File: config.mk
export PLATFORM = sky130hd
export DESIGN_NAME = gshare_btb_predictor
export DESIGN_NICKNAME = d
export VERILOG_FILES = /design/src/rtl/bp_pkg.sv /design/src/rtl/gshare_pht.sv /design/src/rtl/gshare_btb_predictor.sv
export SDC_FILE = /design/constraint.sdc
export NUM_CORES = 2
export LEC_CHECK = 0
export ABC_AREA = 1
export CAP_MARGIN = 20
export CORE_MARGIN = 3
export CORE_UTILIZATION = 46
export DETAILED_ROUTE_END_ITERATION = 10
export SLEW_MARGIN = 15
export SYNTH_ARGS = -nofsm -noshare
export SYNTH_HDL_FRONTEND = slang
export SYNTH_MEMORY_MAX_BITS = 65536
export SYNTH_SLANG_ARGS = --single-unit
File: constraint.sdc
create_clock -name clk -period 7.25 [get_ports clk]
set_clock_uncertainty 0.05 [all_clocks]
set_input_delay 1.0875 -clock clk [delete_from_list [all_inputs] [get_ports clk]]
set_output_delay 1.0875 -clock clk [all_outputs]
set_load 0.02 [all_outputs]
File: src/rtl/bp_pkg.sv
// Shared types and helpers for the gshare/BTB branch predictor.
package bp_pkg;

   // Widest address and counter the shared types can hold; instances use the low bits.
   localparam int unsigned BP_ADDR_MAX = 64;
   localparam int unsigned BP_CTR_MAX  = 8;

   // Kind of control instruction cached in a BTB entry.
   typedef enum logic {
      BR   = 1'b0,
      JUMP = 1'b1
   } btb_type_e;

   // Counter reset value: weakly not-taken. Callers cast it to their CTR_W.
   localparam logic [BP_CTR_MAX-1:0] CTR_INIT = BP_CTR_MAX'(1);

   // One BTB entry. Tag and target are zero-extended into the wide fields.
   typedef struct packed {
      logic                   valid;
      btb_type_e              kind;
      logic [BP_ADDR_MAX-1:0] tag;
      logic [BP_ADDR_MAX-1:0] target;
   } btb_entry_t;

   // Saturating increment of a w-bit counter held in the low bits of v.
   function automatic logic [BP_CTR_MAX-1:0] sat_inc(input logic [BP_CTR_MAX-1:0] v,
                                                     input int unsigned w);
      logic [BP_CTR_MAX-1:0] top;
      top = BP_CTR_MAX'((1 << w) - 1);
      return (v >= top) ? top : v + BP_CTR_MAX'(1);
   endfunction

   // Saturating decrement; stops at zero.
   function automatic logic [BP_CTR_MAX-1:0] sat_dec(input logic [BP_CTR_MAX-1:0] v);
      return (v == '0) ? '0 : v - BP_CTR_MAX'(1);
   endfunction

endpackage

File: src/rtl/gshare_pht.sv
// Pattern history table: saturating counters, one combinational read port
// and one synchronous read-modify-write update port.
module gshare_pht
   import bp_pkg::*;
#(
   parameter int PHT_IDX_W = 6,
   parameter int CTR_W     = 2
) (
   input  logic                 clk,
   input  logic                 reset,
   input  logic [PHT_IDX_W-1:0] rd_idx_i,
   output logic [CTR_W-1:0]     rd_ctr_o,
   input  logic                 upd_en_i,
   input  logic [PHT_IDX_W-1:0] upd_idx_i,
   input  logic                 upd_taken_i
);

   localparam int PHT_N = 2 ** PHT_IDX_W;

   logic [CTR_W-1:0] ctr_q [PHT_N];
   logic [CTR_W-1:0] ctr_d;

   // Lookup sees the table as it stood before this cycle's update.
   assign rd_ctr_o = ctr_q[rd_idx_i];

   // New value for the counter being trained.
   always_comb begin
      ctr_d = ctr_q[upd_idx_i];
      if (upd_taken_i) begin
         ctr_d = CTR_W'(sat_inc(BP_CTR_MAX'(ctr_q[upd_idx_i]), CTR_W));
      end else begin
         ctr_d = CTR_W'(sat_dec(BP_CTR_MAX'(ctr_q[upd_idx_i])));
      end
   end

   // Whole table returns to weakly not-taken on reset; otherwise commit the trained counter.
   always_ff @(posedge clk) begin
      if (reset) begin
         for (int i = 0; i < PHT_N; i++) begin
            ctr_q[i] <= CTR_W'(CTR_INIT);
         end
      end else if (upd_en_i) begin
         ctr_q[upd_idx_i] <= ctr_d;
      end
   end

endmodule

File: src/rtl/gshare_btb_predictor.sv
// Fetch-stage predictor: tagged direct-mapped BTB, gshare PHT and a
// speculative global history register restored from EX snapshots.
module gshare_btb_predictor
   import bp_pkg::*;
#(
   parameter int XLEN      = 32,
   parameter int BTB_IDX_W = 5,
   parameter int PHT_IDX_W = 6,
   parameter int HIST_LEN  = 5,
   parameter int CTR_W     = 2,
   parameter int PERF_W    = 32
) (
   input  logic                clk,
   input  logic                reset,
   input  logic [XLEN-1:0]     pred_pc,
   input  logic                pred_valid,
   output logic [XLEN-1:0]     pred_next_pc,
   output logic                pred_taken,
   output logic [HIST_LEN-1:0] pred_hist,
   input  logic                upd_valid,
   input  logic [XLEN-1:0]     upd_pc,
   input  logic                upd_is_branch,
   input  logic                upd_is_jump,
   input  logic                upd_taken,
   input  logic [XLEN-1:0]     upd_target,
   input  logic [HIST_LEN-1:0] upd_hist,
   input  logic                upd_mispredict,
   output logic [PERF_W-1:0]   perf_lookups,
   output logic [PERF_W-1:0]   perf_mispredicts
);

   localparam int BTB_N = 2 ** BTB_IDX_W;
   localparam int TAG_W = XLEN - 2 - BTB_IDX_W;

   btb_entry_t          btb_q [BTB_N];
   logic [HIST_LEN-1:0] ghr_q, ghr_d;
   logic [PERF_W-1:0]   perf_lookups_q, perf_mispredicts_q;

   // ---- lookup path ----
   logic [BTB_IDX_W-1:0] lk_idx;
   logic [TAG_W-1:0]     lk_tag;
   btb_entry_t           lk_entry;
   logic                 lk_hit;
   logic [PHT_IDX_W-1:0] lk_pht_idx;
   logic [CTR_W-1:0]     lk_ctr;

   assign lk_idx     = pred_pc[2 +: BTB_IDX_W];
   assign lk_tag     = pred_pc[XLEN-1 -: TAG_W];
   assign lk_entry   = btb_q[lk_idx];
   assign lk_hit     = lk_entry.valid && (lk_entry.tag == BP_ADDR_MAX'(lk_tag));
   assign lk_pht_idx = pred_pc[2 +: PHT_IDX_W] ^ PHT_IDX_W'(ghr_q);

   assign pred_taken   = lk_hit && ((lk_entry.kind == JUMP) || lk_ctr[CTR_W-1]);
   assign pred_next_pc = pred_taken ? XLEN'(lk_entry.target) : pred_pc + XLEN'(4);
   assign pred_hist    = ghr_q;

   // ---- update path ----
   logic [BTB_IDX_W-1:0] upd_idx;
   logic [TAG_W-1:0]     upd_tag;
   logic [PHT_IDX_W-1:0] upd_pht_idx;
   logic                 btb_wr;
   btb_entry_t           upd_entry;
   logic                 unused_upd_pc_lsb;

   assign upd_idx           = upd_pc[2 +: BTB_IDX_W];
   assign upd_tag           = upd_pc[XLEN-1 -: TAG_W];
   assign upd_pht_idx       = upd_pc[2 +: PHT_IDX_W] ^ PHT_IDX_W'(upd_hist);
   assign btb_wr            = upd_valid && (upd_is_jump || (upd_is_branch && upd_taken));
   assign unused_upd_pc_lsb = ^upd_pc[1:0];

   assign upd_entry.valid  = 1'b1;
   assign upd_entry.kind   = upd_is_jump ? JUMP : BR;
   assign upd_entry.tag    = BP_ADDR_MAX'(upd_tag);
   assign upd_entry.target = BP_ADDR_MAX'(upd_target);

   gshare_pht #(
      .PHT_IDX_W (PHT_IDX_W),
      .CTR_W     (CTR_W)
   ) u_pht (
      .clk         (clk),
      .reset       (reset),
      .rd_idx_i    (lk_pht_idx),
      .rd_ctr_o    (lk_ctr),
      .upd_en_i    (upd_valid && upd_is_branch),
      .upd_idx_i   (upd_pht_idx),
      .upd_taken_i (upd_taken)
   );

   // ---- history ----
   logic [HIST_LEN-1:0] ghr_spec, ghr_recov;

   if (HIST_LEN == 1) begin : g_hist1
      assign ghr_spec  = pred_taken;
      assign ghr_recov = upd_is_branch ? upd_taken : upd_hist;
   end else begin : g_histn
      assign ghr_spec  = {ghr_q[HIST_LEN-2:0], pred_taken};
      assign ghr_recov = upd_is_branch ? {upd_hist[HIST_LEN-2:0], upd_taken} : upd_hist;
   end

   // Recovery from EX wins over the speculative shift; only BTB-hit branches shift.
   always_comb begin
      ghr_d = ghr_q;
      if (upd_valid && upd_mispredict) begin
         ghr_d = ghr_recov;
      end else if (pred_valid && lk_hit && (lk_entry.kind == BR)) begin
         ghr_d = ghr_spec;
      end
   end

   // BTB, GHR and saturating perf counters; reset drops any in-flight update.
   always_ff @(posedge clk) begin
      if (reset) begin
         for (int i = 0; i < BTB_N; i++) begin
            btb_q[i] <= '0;
         end
         ghr_q              <= '0;
         perf_lookups_q     <= '0;
         perf_mispredicts_q <= '0;
      end else begin
         if (btb_wr) begin
            btb_q[upd_idx] <= upd_entry;
         end
         ghr_q <= ghr_d;
         if (pred_valid && (perf_lookups_q != '1)) begin
            perf_lookups_q <= perf_lookups_q + PERF_W'(1);
         end
         if (upd_valid && upd_mispredict && (perf_mispredicts_q != '1)) begin
            perf_mispredicts_q <= perf_mispredicts_q + PERF_W'(1);
         end
      end
   end

   assign perf_lookups     = perf_lookups_q;
   assign perf_mispredicts = perf_mispredicts_q;

endmodule

==> flow_summary.yaml <==
outcome:
  outcome: "finished, final reports clean"
clocking:
  ctsResizeCount: 0
  path_clk_slew_ps: 60
  cts_hold_buffers: 0
  postCtsSetupBuffers: 0
  h-tree-depth: 4
  worst_skew_pair.late_latency_ps: 890
  tritoncts: "yes"
  cts.sinks: 2085
  clock-root-buffer: "clkbuf_16"
  cts.path.max_buffers: 3
  cts-buffers-inserted: 218
timing:
  period_share_pct: 96.0
  setup_viol: 0
  worstMarginPinSlew_ps: 1250
  relSlewSlack_pct: 16.5
  finalMaxSlewViolations: 0
  hold_violations: 0
  tns_ps: 0
  fin_ws_ps: 290
  finalCriticalPeriod_ps: 6960
  rsz0062_at_grt: "false"
  fmax_mhz: 144
detailed_routing:
  routed_wirelength_um: 352000
  ant_nets: 0
  firstDrtPassIters: 6
  vias: 75837
  via_per_inst: 6.02
  drt_iter0_markers: 11479
  wire_per_inst_um: 27.9
  drc: 0
final_layout:
  final_cell_mix: "nor2_1 (3071), edfxtp_1 (1984), nand2_1 (1386), o21ai_0 (763), nand3_1 (525)"
  drive_gt1_share_pct: 6.42
  final_nets: 9840
  syn_to_final_growth_pct: 12.5
  layout_commonest_cell: "nor2_1"
  multiInputGateArea_um2: 29100
  nFillCells: 18194
  ff_latch_area_um2: 61600
synthesis:
  synth_ff_type: "edfxtp_1"
  ys_seq_area_share_pct: 64.7
  yosys_warnings: 0
  ys_ff_latch: 2085
  synth.net_count: 10020
  syn_avg_cell_area_um2: 9.61
  synth_compound_area_share_pct: 8.26
  yosysUniqueCellTypes: 54
  yosys.area_share.adder_pct: 0.0394
  synthMuxAreaShare_pct: 0
  synth_xor_area_share_pct: 0.373
  synthSimpleGateAreaFrac_pct: 21.4
  synth_top_family_by_area: "simple AND/OR/NAND/NOR gates"
  synth_area_um2: 95300
  synth_edf_count: 1984
  async_flop_share_pct: 0
  synthCells: 9908
global_routing:
  grt_use_total_pct: 32.5
  antenna_found_initial: 14
  globalRouteOverflowTotal: 0
  grt_pass1_wl_um: 500000
  grt_max_degree: 174
  grt_pass1_vias: 70975
worst_hold_path:
  hold_class: "register to register"
floorplan:
  dieHeight_um: 461
  rows: 166
  dieArea_um2: 213000
  die_w_um: 461
  num_io_pins: 211
  core_area_um2: 205000
  start_util_pct: 46.4
pwr:
  combPwrFrac_pct: 9.5
  netSwitchingPower_mw: 6.95
  internal_power_mw: 20.4
  power.density_nw_per_um2: 255
  p_sw_share_pct: 25.4
  ir_drop_uv: 280
  total_leakage_power_nw: 40.1
  power_frac_clock_pct: 39.7
  p_seq_share_pct: 50.8
worst_setup_path:
  r2r-end: "pred_hist[0]$_SDFFE_PP0P_"
  worstSetupPathType: "input port to output port"
  cp-startpoint: "pred_pc[5]"
  r2r_cells: 16
  crit_arrival_ps: 5820
  startpoint_type: "input port"
  crit_fanout: 87
  regToRegSetupSlack_ps: 4070
  worstSetupEndpointType: "output port"
  crit_end: "pred_next_pc[8]"
  cp.required_ps: 6110
  regToRegStartpoint: "pred_hist[0]$_SDFFE_PP0P_"
place:
  pre_cts_slack_ps: 333
  portBuffers: 208
  finalWeightedCongestion: 0.939
  dp.final_hpwl_um: 191000
flow_run:
  maxCapViolations: 0
==> through the flow <==
stage	area [µm²]	util, %	total power [mW]	hold WS [ps]	cells
3_3_place_gp	99700	48.6	16.6	387	12165
3_5_place_dp	99700	48.6	16.6	390	12169
2_1_floorplan	95300	-	15.6	377	9908
6_report	107000	52.2	27.4	401	12605
5_1_grt	107000	52.2	28.1	416	12600
4_1_cts	107000	51.9	27.3	403	12571
==> power groups by stage <==
stage	clock network (mW)	registers [mW]	logic (mW)
final	10.9	13.9	2.61
after global routing	11.4	13.9	2.76
after CTS	10.9	13.9	2.51
after detailed placement	0	14.1	2.50
after global placement	0	14.1	2.48
after floorplan	0	14.1	1.44
==> how the worst min path moves through the flow <==
stage / start / to / slack (ps) / depth (start not counted)
2_1_floorplan: btb_q[11][58]$_SDFFE_PP1P_ / btb_q[11][58]$_SDFFE_PP1P_ / 380 / 2
3_3_place_gp: btb_q[21][58]$_SDFFE_PP1P_ / btb_q[21][58]$_SDFFE_PP1P_ / 390 / 2
3_5_place_dp: btb_q[9][58]$_SDFFE_PP1P_ / btb_q[9][58]$_SDFFE_PP1P_ / 390 / 2
4_1_cts: btb_q[2][58]$_SDFFE_PP1P_ / btb_q[2][58]$_SDFFE_PP1P_ / 400 / 2
5_1_grt: btb_q[24][58]$_SDFFE_PP1P_ / btb_q[24][58]$_SDFFE_PP1P_ / 420 / 2
6_report: btb_q[31][58]$_SDFFE_PP1P_ / btb_q[31][58]$_SDFFE_PP1P_ / 400 / 2
==> flip-flops by register name, summed over array words and instances (netlist names) <==
name,flops
btb_q,1888
u_pht.ctr_q,128
perf_lookups,32
perf_mispredicts,32
pred_hist,5
==> kinds of logic (layout without fill, tap and decap cells) <==
logic type | Yosys count | after routing
fa+ha+maj | 3 | 3
xor+xnor | 38 | 38
compound gates | 1380 | 1380
simple gates | 5172 | 5172
buf+inv | 1230 | 1232
other cells | 0 | 7
flops | 2085 | 2085
==> final cells by class <==
cell class              instances  area share [%]
clock buffers                 285            5.34
diodes                          7          0.0163
flip-flops and latches       2085            57.5
well taps                    2688            3.14
multi-input cells            6593            27.2
inverters                     407            1.47
repair buffers                423            4.39
clock inverters               117           0.990
==> cell usage after synthesis (all sizes together) (58+ instances only) <==
| master | n | share of area [%] |
|---|---|---|
| a31oi | 58 | 0.38 |
| a21oi | 128 | 0.67 |
| o22ai | 210 | 1.4 |
| clkbuf | 599 | 2.4 |
| inv | 405 | 1.6 |
| o21ai | 804 | 4.2 |
| nand2 | 1456 | 5.8 |
| nor2 | 3077 | 12 |
| nand3 | 528 | 2.8 |
| buf | 224 | 1.3 |
| dfxtp | 101 | 2.1 |
| edfxtp | 1984 | 63 |
==> critical path, cell delays in order <==
cell and delay, ps:
clkdlybuf4s50_1 680, inv_6 230, buf_12 560, nand3_1 440, nand2_1 160, nand2_1 200, nand2_1 120, nand2_1 50
inv_1 50, nand2_1 40, nor2_1 120, nand3_1 120, nor2_4 220, nand2_4 170, inv_2 270, o21ai_0 380
o21ai_0 480, buf_4 280
==> routing by layer <==
layer | GRT usage [%] | up-vias | wire (µm)
met3 | 6.83 | 962 | 41500
met1 | 42.3 | 36864 | 127000
met4 | 17.8 | 10 | 22200
met5 | 0 | - | 101
met2 | 51.1 | 4915 | 161000
li1 | - | 33086 | -
(Power assumes the default switching activity.)
